**config.mk**
```make
export PLATFORM = sky130hd
export DESIGN_NAME = cpu_sequencer_flat
export DESIGN_NICKNAME = d
export VERILOG_FILES = /design/src/rtl/cpu_sequencer_if.sv /design/src/rtl/cpu_sequencer.sv /design/src/flat_wrapper.sv
export SDC_FILE = /design/constraint.sdc
export NUM_CORES = 1
export LEC_CHECK = 0
export CAP_MARGIN = 5
export CORE_MARGIN = 4
export CORE_UTILIZATION = 40
export DETAILED_ROUTE_END_ITERATION = 8
export PLACE_DENSITY = 0.72
export SYNTH_ARGS = -nofsm -noshare
export SYNTH_HDL_FRONTEND = slang
export SYNTH_SLANG_ARGS = --single-unit
```
**constraint.sdc**
```tcl
create_clock -name clk -period 2.75 [get_ports clk]
set_input_delay 0.275 -clock clk [delete_from_list [all_inputs] [get_ports clk]]
set_output_delay 0.275 -clock clk [all_outputs]
set_load 0.05 [all_outputs]
```
**src/rtl/cpu_sequencer_if.sv**
```systemverilog
`default_nettype none
// ============================================================================
// Module      : cpu_sequencer_pkg / cpu_sequencer_if
// Description : Shared types and the handshake bundle between the CPU control
//               sequencer and the decode unit, datapath, memory and rasterizer.
//   Inputs to the sequencer (master modport):
//     inst_type, inst_subtype   registered instruction type / subtype
//     core_special_op           registered special op (NOP/HALT/RESET)
//     gpu_submit                current instruction is a rasterizer command
//     gpu_busy                  rasterizer busy
//     resume                    leave HALT (level)
//   Outputs of the sequencer (master modport):
//     inst_latch_en, decode_en, mem_access, mem_data_phase, pc_inc,
//     rf_write_en, gpu_submit_strobe, soft_reset, halted
// Revision    : 1.0 - initial release
// ============================================================================

package cpu_sequencer_pkg;
  typedef enum logic [1:0] {
    CORE_NOP   = 2'd0,
    CORE_HALT  = 2'd1,
    CORE_RESET = 2'd2
  } core_special_operation_t;
endpackage

interface cpu_sequencer_if;
  import cpu_sequencer_pkg::*;

  logic [1:0]             inst_type;
  logic [2:0]             inst_subtype;
  core_special_operation_t core_special_op;
  logic                   gpu_submit;
  logic                   gpu_busy;
  logic                   resume;

  logic                   inst_latch_en;
  logic                   decode_en;
  logic                   mem_access;
  logic                   mem_data_phase;
  logic                   pc_inc;
  logic                   rf_write_en;
  logic                   gpu_submit_strobe;
  logic                   soft_reset;
  logic                   halted;

  // Sequencer side
  modport master (
    input  inst_type, inst_subtype, core_special_op, gpu_submit, gpu_busy, resume,
    output inst_latch_en, decode_en, mem_access, mem_data_phase, pc_inc,
           rf_write_en, gpu_submit_strobe, soft_reset, halted
  );

  // Decode / datapath / memory / rasterizer side
  modport slave (
    output inst_type, inst_subtype, core_special_op, gpu_submit, gpu_busy, resume,
    input  inst_latch_en, decode_en, mem_access, mem_data_phase, pc_inc,
           rf_write_en, gpu_submit_strobe, soft_reset, halted
  );
endinterface

`default_nettype wire

```
**src/rtl/cpu_sequencer.sv**
```systemverilog
`default_nettype none
// ============================================================================
// Module      : cpu_sequencer
// Description : Multi-cycle control sequencer. Steps each instruction through
//               FETCH (MEM_LATENCY cycles), DECODE (1), EXECUTE (1) and the
//               optional MEM_WAIT / GPU_WAIT phases, plus a HALT state.
//   Ports:
//     clk        core clock
//     rst_async  asynchronous active-high reset (state -> BOOT, counter -> 0)
//     bus        cpu_sequencer_if.master: decode inputs, control strobes out
//   Parameter:
//     MEM_LATENCY  cycles per memory access, 1..15
//   All outputs are decoded combinationally from state, counter and inputs.
// Revision    : 1.0 - initial release
// ============================================================================

module cpu_sequencer
  import cpu_sequencer_pkg::*;
#(
  parameter int MEM_LATENCY = 1
) (
  input  wire logic       clk,
  input  wire logic       rst_async,
  cpu_sequencer_if.master bus
);

  typedef enum logic [2:0] {
    S_BOOT     = 3'd0,
    S_FETCH    = 3'd1,
    S_DECODE   = 3'd2,
    S_EXECUTE  = 3'd3,
    S_MEM_WAIT = 3'd4,
    S_GPU_WAIT = 3'd5,
    S_HALT     = 3'd6
  } state_t;

  // Counter value on the final cycle of a memory access
  localparam logic [3:0] c_last_cnt = 4'(MEM_LATENCY - 1);

  state_t     r_state;
  state_t     w_next_state;
  logic [3:0] r_cnt;
  logic [3:0] w_next_cnt;

  logic w_inst_latch_en;
  logic w_decode_en;
  logic w_mem_access;
  logic w_mem_data_phase;
  logic w_pc_inc;
  logic w_rf_write_en;
  logic w_gpu_submit_strobe;
  logic w_soft_reset;
  logic w_halted;

  // Subtype does not affect sequencing (type 01 writes back for any subtype)
  logic w_unused_subtype;
  assign w_unused_subtype = ^bus.inst_subtype;

  // --------------------------------------------------------------------------
  // State and latency counter
  // --------------------------------------------------------------------------
  always_ff @(posedge clk or posedge rst_async) begin
    if (rst_async) begin
      r_state <= S_BOOT;
      r_cnt   <= 4'd0;
    end else begin
      r_state <= w_next_state;
      r_cnt   <= w_next_cnt;
    end
  end

  // --------------------------------------------------------------------------
  // Next state and outputs
  // --------------------------------------------------------------------------
  always_comb begin
    w_next_state        = r_state;
    w_next_cnt          = r_cnt;
    w_inst_latch_en     = 1'b0;
    w_decode_en         = 1'b0;
    w_mem_access        = 1'b0;
    w_mem_data_phase    = 1'b0;
    w_pc_inc            = 1'b0;
    w_rf_write_en       = 1'b0;
    w_gpu_submit_strobe = 1'b0;
    w_soft_reset        = 1'b0;
    w_halted            = 1'b0;

    unique case (r_state)
      S_BOOT: begin
        w_next_state = S_FETCH;
        w_next_cnt   = 4'd0;
      end

      S_FETCH: begin
        w_mem_access = 1'b1;
        if (r_cnt == c_last_cnt) begin
          w_inst_latch_en = 1'b1;
          w_next_cnt      = 4'd0;
          w_next_state    = S_DECODE;
        end else begin
          w_next_cnt = r_cnt + 4'd1;
        end
      end

      S_DECODE: begin
        w_decode_en  = 1'b1;
        w_next_state = S_EXECUTE;
      end

      S_EXECUTE: begin
        // Unlisted special-op encodings fall through as NOP
        if (bus.core_special_op == CORE_RESET) begin
          w_soft_reset = 1'b1;
          w_next_state = S_FETCH;
        end else if (bus.core_special_op == CORE_HALT) begin
          w_pc_inc     = 1'b1;
          w_next_state = S_HALT;
        end else if (bus.gpu_submit) begin
          if (!bus.gpu_busy) begin
            w_gpu_submit_strobe = 1'b1;
            w_pc_inc            = 1'b1;
            w_next_state        = S_FETCH;
          end else begin
            w_next_state = S_GPU_WAIT;
          end
        end else if (bus.inst_type == 2'b10) begin
          w_next_cnt   = 4'd0;
          w_next_state = S_MEM_WAIT;
        end else if (bus.inst_type[0]) begin
          // Types 01 and 11 write back a result
          w_rf_write_en = 1'b1;
          w_pc_inc      = 1'b1;
          w_next_state  = S_FETCH;
        end else begin
          w_pc_inc     = 1'b1;
          w_next_state = S_FETCH;
        end
      end

      S_MEM_WAIT: begin
        w_mem_access     = 1'b1;
        w_mem_data_phase = 1'b1;
        if (r_cnt == c_last_cnt) begin
          w_rf_write_en = 1'b1;
          w_pc_inc      = 1'b1;
          w_next_cnt    = 4'd0;
          w_next_state  = S_FETCH;
        end else begin
          w_next_cnt = r_cnt + 4'd1;
        end
      end

      S_GPU_WAIT: begin
        // Strobe is issued only on leaving, so one submit per instruction
        if (!bus.gpu_busy) begin
          w_gpu_submit_strobe = 1'b1;
          w_pc_inc            = 1'b1;
          w_next_state        = S_FETCH;
        end
      end

      S_HALT: begin
        w_halted = 1'b1;
        if (bus.resume) begin
          w_next_cnt   = 4'd0;
          w_next_state = S_FETCH;
        end
      end

      default: begin
        w_next_state = S_BOOT;
        w_next_cnt   = 4'd0;
      end
    endcase
  end

  assign bus.inst_latch_en     = w_inst_latch_en;
  assign bus.decode_en         = w_decode_en;
  assign bus.mem_access        = w_mem_access;
  assign bus.mem_data_phase    = w_mem_data_phase;
  assign bus.pc_inc            = w_pc_inc;
  assign bus.rf_write_en       = w_rf_write_en;
  assign bus.gpu_submit_strobe = w_gpu_submit_strobe;
  assign bus.soft_reset        = w_soft_reset;
  assign bus.halted            = w_halted;

endmodule

`default_nettype wire

```
**src/flat_wrapper.sv**
```systemverilog
// flat-port wrapper written by rule: the top's interface ports become plain ports
module cpu_sequencer_flat import cpu_sequencer_pkg::*;
#(
  parameter int MEM_LATENCY = 1
)
  (clk, rst_async, bus_inst_type, bus_inst_subtype, bus_core_special_op, bus_gpu_submit, bus_gpu_busy, bus_resume, bus_inst_latch_en, bus_decode_en, bus_mem_access, bus_mem_data_phase, bus_pc_inc, bus_rf_write_en, bus_gpu_submit_strobe, bus_soft_reset, bus_halted);
  cpu_sequencer_if bus_i ();
  input  wire logic clk;
  input  wire logic rst_async;
  input wire logic [$bits(bus_i.inst_type)-1:0] bus_inst_type;
  input wire logic [$bits(bus_i.inst_subtype)-1:0] bus_inst_subtype;
  input wire logic [$bits(bus_i.core_special_op)-1:0] bus_core_special_op;
  input wire logic [$bits(bus_i.gpu_submit)-1:0] bus_gpu_submit;
  input wire logic [$bits(bus_i.gpu_busy)-1:0] bus_gpu_busy;
  input wire logic [$bits(bus_i.resume)-1:0] bus_resume;
  output wire logic [$bits(bus_i.inst_latch_en)-1:0] bus_inst_latch_en;
  output wire logic [$bits(bus_i.decode_en)-1:0] bus_decode_en;
  output wire logic [$bits(bus_i.mem_access)-1:0] bus_mem_access;
  output wire logic [$bits(bus_i.mem_data_phase)-1:0] bus_mem_data_phase;
  output wire logic [$bits(bus_i.pc_inc)-1:0] bus_pc_inc;
  output wire logic [$bits(bus_i.rf_write_en)-1:0] bus_rf_write_en;
  output wire logic [$bits(bus_i.gpu_submit_strobe)-1:0] bus_gpu_submit_strobe;
  output wire logic [$bits(bus_i.soft_reset)-1:0] bus_soft_reset;
  output wire logic [$bits(bus_i.halted)-1:0] bus_halted;
  assign bus_i.inst_type = bus_inst_type;
  assign bus_i.inst_subtype = bus_inst_subtype;
  assign bus_i.core_special_op = bus_core_special_op;
  assign bus_i.gpu_submit = bus_gpu_submit;
  assign bus_i.gpu_busy = bus_gpu_busy;
  assign bus_i.resume = bus_resume;
  assign bus_inst_latch_en = bus_i.inst_latch_en;
  assign bus_decode_en = bus_i.decode_en;
  assign bus_mem_access = bus_i.mem_access;
  assign bus_mem_data_phase = bus_i.mem_data_phase;
  assign bus_pc_inc = bus_i.pc_inc;
  assign bus_rf_write_en = bus_i.rf_write_en;
  assign bus_gpu_submit_strobe = bus_i.gpu_submit_strobe;
  assign bus_soft_reset = bus_i.soft_reset;
  assign bus_halted = bus_i.halted;
  cpu_sequencer #(.MEM_LATENCY(MEM_LATENCY)) u_core (.clk(clk), .rst_async(rst_async), .bus(bus_i));
endmodule
```
==> qor.yml <==
setup_viol: 0
cts_root_buf: "clkbuf_4"
path_class: "flip-flop to output pin"
wire_per_inst_um: 12.3
ys_seq_area_share_pct: 27.9
start_kind: "flip-flop"
core_sq_um: 1490
min_path_type: "primary input to async pin"
yosysTopAreaCellShare_pct: 27.9
fp.dieW_um: 47.6
drtPass1Iterations: 4
drc: 0
dp_worst_setup_slack_ps: 455
die_area_sq_um: 2260
reg2regPathDepth: 6
grt_pass1_wl_mm: 2.22
fin_area_sq_um: 801
yosys_warnings: 0
crit_path_end_kind: "output pin"
drtIter0Drc: 5
layout-drive-gt1-share_pct: 11.1
cts_buffers: 3
die_h_um: 47.6
max_freq_ghz: 0.393
ir_drop_v: 0.000557
rsz0062_at_grt: "false"
grt_max_degree: 17
antenna_found_initial: 0
synth_area_per_cell_sq_um: 8.47
yosys-top-cells-area: "dfrtp_1 (28%), nor3b_1 (4.8%), inv_1 (4.2%)"
power.density_nw_per_um2: 1180
placed_area_sq_um: 774
cap_violations: 0
final.fill_count: 149
globalplace.congestion: 0.811
final_common_cell: "clkdlybuf4s50_1"
fin_skew_ps: 0.419
final_cell_mix: "clkdlybuf4s50_1 (14), inv_1 (7), dfrtp_1 (7), nand2_1 (5)"
grt_pass1_vias: 537
cts_max_path_buffers: 2
drv_slew: 0
regArea_sq_um: 175
multi_input_area_sq_um: 383
initial_core_util_pct: 42.1
synthesis.nets: 88
worstReg2RegStart: "u_core.r_cnt[0]"
drt-vias-per-instance: 5.33
crit_fanout: 9
yosysTopAreaCell: "dfrtp_1"
io_buffers: 17
cp.arrival_ps: 2270
cts_setup_buffers: 0
antenna_left: 0
route.vias.total: 565
syn_area_sq_um: 627
cts_hold_buf: 0
io_pins: 21
rows: 14
cts_tree: "built"
p_leak_nw: 0.353
path_clk_slew_ps: 50
relSlewSlack_pct: 67.0
fin_crit_ps: 2550
synth_cells: 74
post-route-period-util_pct: 92.6
tns_ps: 0
fin_util_pct: 53.8
hold_viol: 0
post-dp-hpwl_mm: 1.04
status: "completed"
wl_mm: 1.31
crit_start: "u_core.r_state[1]"
clk_latency_ps: 240
cts_num_sinks: 7
timing.hold.ws_ps: 257
crit_path_end: "bus_soft_reset"
synth.ff_latch_count: 7
synth_cell_types: 35
areaGrowthSynthToFinish_pct: 27.7
ctsResizeCount: 0
grt_overflow: 0
diodes: 0
setup_slack_ps: 203
regToRegEndpoint: "u_core.r_cnt[2]"
fin_nets: 105
h-tree-depth: 1
r2r_slack_ps: 1040
required_ps: 2480
worst_pin_slew_ps: 494
track_usage_pct: 14.0
## registers in the layout (all words and copies together), names as in the netlist
register        flops
u_core.r_state      3
u_core.r_cnt        4
## layout make-up
| class | instances | share of cell area, % |
|---|---|---|
| timing repair buffer | 18 | 21.2 |
| clock buffer | 4 | 3.28 |
| sequential | 7 | 21.9 |
| multi-input combinational | 54 | 47.8 |
| tap | 16 | 2.50 |
| inverter | 7 | 3.28 |
## worst min path at each step
stage                          from                 to  slack [ps]  depth (start not counted)
after floorplan           rst_async    u_core.r_cnt[0]          80                          1
after global placement    rst_async  u_core.r_state[1]         520                          2
after detailed placement  rst_async  u_core.r_state[0]         530                          2
after CTS                 rst_async    u_core.r_cnt[2]         260                          2
after global routing      rst_async  u_core.r_state[0]         300                          2
final                     rst_async  u_core.r_state[0]         260                          2
## power breakdown
part           leakage [nW]  switching [W]  internal, W
clock network        0.0150      0.0000350    0.0000552
registers            0.0922      0.0000790     0.000139
logic                 0.245       0.000395     0.000243
## metrics by stage
step                power [W]  instances
global route          0.00103        106
finish               0.000947        106
global placement     0.000856        102
floorplan            0.000714         74
detailed placement   0.000861        102
CTS                  0.000958        106
## routing by layer
layer | GRT usage (%) | share of wire (%) | vias up
met2 | 20.9 | 48 | 14
met1 | 18.3 | 48 | 259
li1 | - | - | 292
met5 | 0 | 0 | -
met4 | 8.06 | 0 | 0
met3 | 3.38 | 3.7 | 0
## synth_stat cells
cell type,count
mux2i_1,1
o2bb2ai_1,1
a211o_1,1
nor2b_1,1
nor3b_1,4
buf_6,2
a31oi_1,1
maj3_1,1
o21bai_1,1
nand3b_1,1
o22ai_1,1
a311o_1,1
a21oi_1,3
nor3_1,2
nor2_1,4
or3b_1,1
nand4_1,1
o211ai_2,1
inv_1,7
nor3_2,1
buf_2,4
dfrtp_1,7
nand3_1,2
nor3b_2,1
ha_1,2
a21bo_1,1
o32ai_1,1
xnor2_1,3
o21ai_0,4
nand2_1,5
o211ai_1,1
a22o_1,2
nor4b_1,1
nand2b_1,3
and4b_1,1
## kinds of logic (layout without fill, tap and decap cells)
| logic type | after synthesis | after routing | share of synthesized area [%] |
|---|---|---|---|
| AO/OA/AOI/OAI | 19 | 19 | 22.2 |
| XOR/XNOR | 3 | 3 | 4.19 |
| adder cells (fa/ha/maj) | 3 | 3 | 5.59 |
| buffers and inverters | 13 | 29 | 11.0 |
| flip-flops | 7 | 7 | 27.9 |
| multiplexers | 1 | 1 | 1.60 |
| AND/OR/NAND/NOR | 28 | 28 | 27.5 |
## worst max-delay path, cell delays in order, from the launching register on
cell,delay (ps)
dfrtp_1,470
inv_1,140
nor2_1,180
nand2_1,160
nor3b_1,240
clkdlybuf4s50_1,830
Note: power is estimated with default switching activity, not from simulation.
